## src/rtl/id_stage.sv

```systemverilog
`default_nettype none
// ============================================================================
// Module   : id_stage
// Purpose  : RV32I instruction-decode stage. Holds the fetched instruction
//            in an IF/ID latch, decodes register indices, funct3, inst[30]
//            and the sign-extended immediate, and reads a 32x32 register
//            file with write-back bypass. Detects load-use hazards and
//            presents a bubble towards ID/EX while the latch holds.
// Ports    : clk_in/rst_in      clock, synchronous active-high reset
//            rdy_in             global enable (freezes latch and regfile)
//            clear/stall        flush to NOP / hold latch
//            if_valid/pc/inst   fetched instruction
//            wb_enable/addr/data register write-back
//            ex_ins_type/rd_addr instruction currently at ID/EX output
//            pc..ins_diff       decoded fields (bubble when idle/hazard)
//            load_use_stall     hazard request to fetch/PC logic
// Revision : 1.0 - initial release
// ============================================================================
module id_stage #(
    parameter int          XLEN     = 32,
    parameter logic [31:0] NOP_INST = 32'h00000013
) (
    input  logic            clk_in,
    input  logic            rst_in,
    input  logic            rdy_in,
    input  logic            clear,
    input  logic            stall,
    input  logic            if_valid,
    input  logic [XLEN-1:0] if_pc,
    input  logic [31:0]     if_inst,
    input  logic            wb_enable,
    input  logic [4:0]      wb_addr,
    input  logic [XLEN-1:0] wb_data,
    input  logic [6:0]      ex_ins_type,
    input  logic [4:0]      ex_rd_addr,
    output logic [XLEN-1:0] pc,
    output logic [4:0]      r1_addr,
    output logic [XLEN-1:0] r1_data,
    output logic [4:0]      r2_addr,
    output logic [XLEN-1:0] r2_data,
    output logic [4:0]      rd_addr,
    output logic [XLEN-1:0] imm,
    output logic [6:0]      ins_type,
    output logic [2:0]      ins_details,
    output logic            ins_diff,
    output logic            load_use_stall
);

    localparam logic [6:0] c_OPC_LOAD   = 7'b0000011;
    localparam logic [6:0] c_OPC_OPIMM  = 7'b0010011;
    localparam logic [6:0] c_OPC_AUIPC  = 7'b0010111;
    localparam logic [6:0] c_OPC_STORE  = 7'b0100011;
    localparam logic [6:0] c_OPC_OP     = 7'b0110011;
    localparam logic [6:0] c_OPC_LUI    = 7'b0110111;
    localparam logic [6:0] c_OPC_BRANCH = 7'b1100011;
    localparam logic [6:0] c_OPC_JAL    = 7'b1101111;

    logic            r_valid;
    logic [XLEN-1:0] r_pc;
    logic [31:0]     r_inst;
    logic [XLEN-1:0] r_regs [32];

    logic [6:0]      w_opc;
    logic            w_has_rs1;
    logic            w_has_rs2;
    logic            w_has_rd;
    logic            w_has_f3;
    logic [XLEN-1:0] w_imm;
    logic [4:0]      w_rs1_idx;
    logic [4:0]      w_rs2_idx;
    logic [4:0]      w_rd_idx;
    logic [XLEN-1:0] w_rs1_val;
    logic [XLEN-1:0] w_rs2_val;
    logic            w_diff;
    logic            w_lus;
    logic            w_bubble;

    // IF/ID latch
    always_ff @(posedge clk_in) begin
        if (rst_in || clear) begin
            r_valid <= 1'b0;
            r_pc    <= '0;
            r_inst  <= NOP_INST;
        end else if (rdy_in && !(stall || w_lus)) begin
            r_valid <= if_valid;
            r_pc    <= if_pc;
            r_inst  <= if_valid ? if_inst : NOP_INST;
        end
    end

    // Register file; x0 is never written so it stays zero after reset
    always_ff @(posedge clk_in) begin
        if (rst_in) begin
            for (int i = 0; i < 32; i++) begin
                r_regs[i] <= '0;
            end
        end else if (rdy_in && wb_enable && (wb_addr != 5'd0)) begin
            r_regs[wb_addr] <= wb_data;
        end
    end

    assign w_opc = r_inst[6:0];

    // Format classification; anything not listed decodes as I-type
    always_comb begin
        w_has_rs1 = 1'b1;
        w_has_rs2 = 1'b0;
        w_has_rd  = 1'b1;
        w_has_f3  = 1'b1;
        w_imm     = {{(XLEN-12){r_inst[31]}}, r_inst[31:20]};
        case (w_opc)
            c_OPC_LUI, c_OPC_AUIPC: begin
                w_has_rs1 = 1'b0;
                w_has_f3  = 1'b0;
                w_imm     = {r_inst[31:12], 12'b0};
            end
            c_OPC_JAL: begin
                w_has_rs1 = 1'b0;
                w_has_f3  = 1'b0;
                w_imm     = {{(XLEN-20){r_inst[31]}}, r_inst[19:12], r_inst[20],
                             r_inst[30:21], 1'b0};
            end
            c_OPC_BRANCH: begin
                w_has_rs2 = 1'b1;
                w_has_rd  = 1'b0;
                w_imm     = {{(XLEN-12){r_inst[31]}}, r_inst[7], r_inst[30:25],
                             r_inst[11:8], 1'b0};
            end
            c_OPC_STORE: begin
                w_has_rs2 = 1'b1;
                w_has_rd  = 1'b0;
                w_imm     = {{(XLEN-12){r_inst[31]}}, r_inst[31:25], r_inst[11:7]};
            end
            c_OPC_OP: begin
                w_has_rs2 = 1'b1;
                w_imm     = '0;
            end
            default: begin
            end
        endcase
    end

    assign w_rs1_idx = w_has_rs1 ? r_inst[19:15] : 5'd0;
    assign w_rs2_idx = w_has_rs2 ? r_inst[24:20] : 5'd0;
    assign w_rd_idx  = w_has_rd  ? r_inst[11:7]  : 5'd0;

    // inst[30] only distinguishes SUB/SRA and SRAI from their siblings
    assign w_diff = ((w_opc == c_OPC_OP) ||
                     ((w_opc == c_OPC_OPIMM) && (r_inst[14:12] == 3'b101))) ? r_inst[30] : 1'b0;

    // Read with bypass so a same-cycle write-back is seen immediately
    assign w_rs1_val = (w_rs1_idx == 5'd0) ? '0 :
                       (wb_enable && (wb_addr == w_rs1_idx)) ? wb_data : r_regs[w_rs1_idx];
    assign w_rs2_val = (w_rs2_idx == 5'd0) ? '0 :
                       (wb_enable && (wb_addr == w_rs2_idx)) ? wb_data : r_regs[w_rs2_idx];

    // Hazard compares against format-qualified indices, so unused fields never match
    assign w_lus = r_valid && (ex_ins_type == c_OPC_LOAD) && (ex_rd_addr != 5'd0) &&
                   ((ex_rd_addr == w_rs1_idx) || (ex_rd_addr == w_rs2_idx));

    assign w_bubble = !r_valid || w_lus;

    assign pc             = r_pc;
    assign r1_addr        = w_bubble ? 5'd0 : w_rs1_idx;
    assign r1_data        = w_bubble ? '0 : w_rs1_val;
    assign r2_addr        = w_bubble ? 5'd0 : w_rs2_idx;
    assign r2_data        = w_bubble ? '0 : w_rs2_val;
    assign rd_addr        = w_bubble ? 5'd0 : w_rd_idx;
    assign imm            = w_bubble ? '0 : w_imm;
    assign ins_type       = w_bubble ? c_OPC_OPIMM : w_opc;
    assign ins_details    = (w_bubble || !w_has_f3) ? 3'd0 : r_inst[14:12];
    assign ins_diff       = w_bubble ? 1'b0 : w_diff;
    assign load_use_stall = w_lus;

endmodule
`default_nettype wire

```

## config.mk

```make
export PLATFORM = sky130hd
export DESIGN_NAME = id_stage
export DESIGN_NICKNAME = d
export VERILOG_FILES = /design/src/rtl/id_stage.sv
export SDC_FILE = /design/constraint.sdc
export NUM_CORES = 2
export LEC_CHECK = 0
export ABC_AREA = 0
export BUFFER_PORTS_ARGS = -buffer_cell sky130_fd_sc_hd__clkbuf_2
export CORE_MARGIN = 2
export CORE_UTILIZATION = 56
export CTS_CLUSTER_SIZE = 40
export DETAILED_ROUTE_END_ITERATION = 6
export PLACE_DENSITY_LB_ADDON = 0.1
export SLEW_MARGIN = 0
export SYNTH_ARGS = -nofsm -noshare
export SYNTH_HDL_FRONTEND = slang
export SYNTH_SLANG_ARGS = --single-unit
```

## constraint.sdc

```tcl
create_clock -name clk_in -period 2.7 [get_ports clk_in]
set_clock_uncertainty 0.15 [all_clocks]
set_input_delay 0.135 -clock clk_in [delete_from_list [all_inputs] [get_ports clk_in]]
set_output_delay 0.135 -clock clk_in [all_outputs]
set_load 0.01 [all_outputs]
```

* After elaboration in Yosys (flattened, before gate mapping) *
Memory sizes are Yosys's and may differ from the RTL's.
Index checks and enable logic that the tools add are counted.

storage, ports and cells
  output and inout bits = 155
  bits in registers = 65
  RAM bits = 1024
  memories kept = 1

memory list
  memory  depth  width  rd ports  clocked after memory_dff  write ports  RTL line  source
  r_regs  32     32     2         0                         32           61        logic [XLEN-1:0] r_regs [32];

operators by class
  muxes and demuxes = 28
  reduce and logical (&&, ||, !) cells = 26
  eq/ne operators = 13

operator list
  operator            number
  $mux 32             9
  $pmux 32 s5         1
  $mux 5              7
  $reduce_or 32->1    1
  $eq 7x6->1 const B  3
  $eq 5x5->1          4
  $eq 7x5->1 const B  2
  $eq 7x7->1 const B  2
  $logic_not 5->1     2
  $reduce_bool 5->1   2
  $logic_and 1x1->1   9
  $mux 1              9
  $eq 7x2->1 const B  1
  $mux 7              1
  $logic_or 1x1->1    6
  $reduce_or 3->1     2
  $reduce_or 2->1     2
  $eq 3x3->1 const B  1
  $mux 3              1
  $logic_not 1->1     2

* Longest topological paths before layout *
  depth after elaboration = 10
  mapped depth = 13
  gate-level depth less buffers = 7

* Worst setup path before layout *
Ideal clock, no wire load.

  path kind = flip-flop to output port
  start = register r_inst[4]
  end = output r1_data[30]
  stages on the path, launching flop included = 13
  setup slack = -0.072 ns
  arrival time = 2.487 ns
  path through = dfxtp_1 or3b_1 buf_2 a21o_1 buf_6 buf_6 nand2_2 nor2_1 buf_4 buf_2 a221oi_2 nor3_1 o32ai_1

on the way
  cells in the longest elaborated chain, start to end = 9

RTL lines
  element                                                                RTL line  source
  start: declaration                                                     60        logic [31:0] r_inst;
  start signal: assignment                                               87        r_inst <= if_valid ? if_inst : NOP_INST;
  parallel branches: the longest is 8 deep, another holds $mem_v2 32x32  --
  $mux 32 (*)                                                            165       assign r1_data = w_bubble ? '0 : w_rs1_val;
  end: declaration                                                       38        output logic [XLEN-1:0] r1_data,

Every way passes the cells marked *.

* Worst setup path in the final report *
  start = register r_inst[3]
  end = output r2_data[15]

on the way
  cells in the longest elaborated chain, start to end = 9

RTL lines
  element                                                                RTL line  source
  parallel branches: the longest is 8 deep, another holds $mem_v2 32x32  --
  $mux 32 (*)                                                            167       assign r2_data = w_bubble ? '0 : w_rs2_val;
  end: declaration                                                       40        output logic [XLEN-1:0] r2_data,

Marks and branches as above.

==> metrics.md <==
| Metric | Value |
|---|---|
| Min Hold Slack | 13.5 ps |
| Leak Pwr | 27.1 nW |
| Total core area | 106000 um^2 |
| Total track usage | 49.6% |
| Top cell type's share of synthesized area | 51.5% |
| Minimum clock period | 4380 ps |
| H-tree Lvls | 3 |
| Area leader, netlist | edfxtp_1 |
| Outcome | complete, but fails checks |
| CTS Root Cell | clkbuf_16 |
| Fin area | 80100 um^2 |
| Max Slew Vio Count | 0 |
| Synth Instances | 5826 |
| Top-count cell post-synth | edfxtp_1 |
| Global-route wire length before repair | 390000 um |
| Die area | 109000 um^2 |
| DIE WIDTH | 330 um |
| Chip Height | 330 um |
| CP Capture Type | primary output |
| HP Class | input port to register |
| Ys flop type | edfxtp_1 |
| Pwr dens | 509 nW/um^2 |
| Crit path kind | register to primary output |
| Per-cell routed wire length | 35.2 um |
| Post-Place Setup Slack | -1230 ps |
| Remaining Overflow, GRT | 0 |
| Clock Path Buffers | 3 |
| Via Count | 60100 |
| MaxCap Viol Count | 0 |
| Remaining DRCs | 57 |
| Clock sinks | 1089 |
| Register bit count reported by yosys | 1089 |
| PortBufs | 274 |
| Post-synthesis sequential area ratio | 53.7% |
| Synth top area cells | edfxtp_1 52%, nor3_1 8.4%, mux2i_1 6.1% |
| Worst skew pair latency | 750 ps |
| Dpl cell area | 68100 um^2 |
| Fillcell total | 6833 |
| CP arrival | 4090 ps |
| Layout area overhead | 34.1% |
| TritonRoute pass-1 iters | 7 |
| Largest net degree at the start of global routing | 123 |
| CP Data Required Time | 2410 ps |
| Worst Slack Setup Final | -1680 ps |
| Crit start category | register |
| Mapped Area | 59700 um^2 |
| Antenna violations before repair | 9 |
| Final Hold Violating Endpoints | 0 |
| Commonest cells in the synthesized netlist | 1024 x edfxtp_1, 999 x nor3_1, 649 x nand2_1 |
| I/O Pins | 275 |
| TritonCTS clock tree | done |
| Failing checks | design-rule violations, negative setup slack |
| Final period util | 162% |
| Slew margin rel. | 17.7% |
| Final ANT Viol Nets | 0 |
| Synth warn | 0 |
| Max Clk Rate | 0.228 GHz |
| RSZ-0062 raised after global routing | true |
| Initial DRC count | 11100 |
| Initial Utilization | 56.5% |
| Gpl congestion | 1.01 |
| Number of global-route vias before repair | 56600 |
| Fin util | 75.8% |
| Critical path peak fanout | 5 |
| EDFF count, synth | 1024 |
| Total CTS buffers | 116 |
| Vias/cell | 7.47 |
| Slew @ Worst Pin | 1230 ps |
| Ys async rst share | 0% |
| Ratio of cells with drive above 1 in the final layout | 30.8% |
| Clock slew at reported path FFs | 60 ps |
| Final nets | 6671 |
| Final Setup Violations | 188 |
| Post-detail-place hpwl | 165000 um |
| Cell variety after synth | 78 |
| Avg Cell Area, Syn | 10.2 um^2 |
| Row cnt | 119 |
| Final WL | 283000 um |
| VDD IR max | 0.000577 V |
## cell type report
type	instances	area [um^2]	area share (%)
diodes	4	10.0	0.0125
clock buffers	150	3180	3.97
clock inverters	69	739	0.924
inverters	51	198	0.247
multi-input cells	4004	28300	35.3
flip-flops and latches	1089	32100	40.1
well taps	1391	1740	2.17
repair buffers	1289	13800	17.3
## metrics by stage
stage,cells,power (W),setup TNS [ps]
finish,8047,0.0408,-156820
global route,8045,0.0414,-170370
CTS,7991,0.0402,-119110
detailed placement,7533,0.0235,-58340
global placement,7533,0.0234,-51130
floorplan,5857,0.0218,-1280
## state kept, by name (all words and copies together) (netlist names)
register,flops
pc,32
r_inst,32
r_regs,1024
r_valid,1
## placed cells by master, fill, tap and decap left out, drive strengths merged, types with 42 or more instances in the layout
cell / instances
and2: 106
clkbuf: 340
a211oi: 118
edfxtp: 1024
inv: 57
dfxtp: 65
nand2b: 55
o22ai: 91
nand2: 654
nor2: 169
a31oi: 47
nand3: 267
o21ai: 78
clkinv: 44
mux2: 69
nor3: 1001
o2bb2ai: 57
buf: 1012
a21oi: 241
a221o: 42
a221oi: 154
dlygate4sd3: 80
mux2i: 362
## layer usage
layer	part of all wire [%]	GRT usage (%)
met1	32	61.2
met2	41	70.1
met3	17	19.7
met4	9.7	36.9
met5	0.036	0.261
## critical path, stage by stage, from the launching register on
cell and delay (ps):
dfxtp_2 340, buf_6 120, nand4bb_1 180, buf_6 170
nor3_4 240, buf_6 150, buf_12 140, buf_12 140
buf_16 120, buf_6 110, nand2_1 80, nand3_1 130
a21oi_1 130, or3_4 480, a221oi_4 560, buf_2 240
## what timing repair did
action | in CTS | in global routing
hold buffers | 80 | 0
setup endpoints to repair | 128 | 188
resized for setup | 566 | 429
pin swaps | 256 | 217
hold endpoints to repair | 208 | 0
cloned | 31 | 8
setup buffers | 141 | 67
## worst paths after layout
path                    from             end  cells after the start  slack, ps
setup / recovery   r_inst[3]     r2_data[15]                     15      -1680
hold / removal    wb_addr[2]  r_regs[29][30]                      4         10
setup reg to reg   r_inst[3]          pc[25]                     15       -370
hold reg to reg       pc[24]          pc[24]                      2        300
## report_power, final
| part | internal, W | switching (W) |
|---|---|---|
| Combinational | 0.00143 | 0.00265 |
| Clock | 0.00970 | 0.00714 |
| Sequential | 0.0193 | 0.000552 |
## logic make-up after synthesis
group	synth area share, %
AOI/OAI and AO/OA	12.9
xor gates and xnor gates	0.103
buffers and inverters	5.16
DFF	53.7
muxes	8.54
other	0.00628
and+or+nand+nor	19.6
Power figures use the tool's default switching activity.
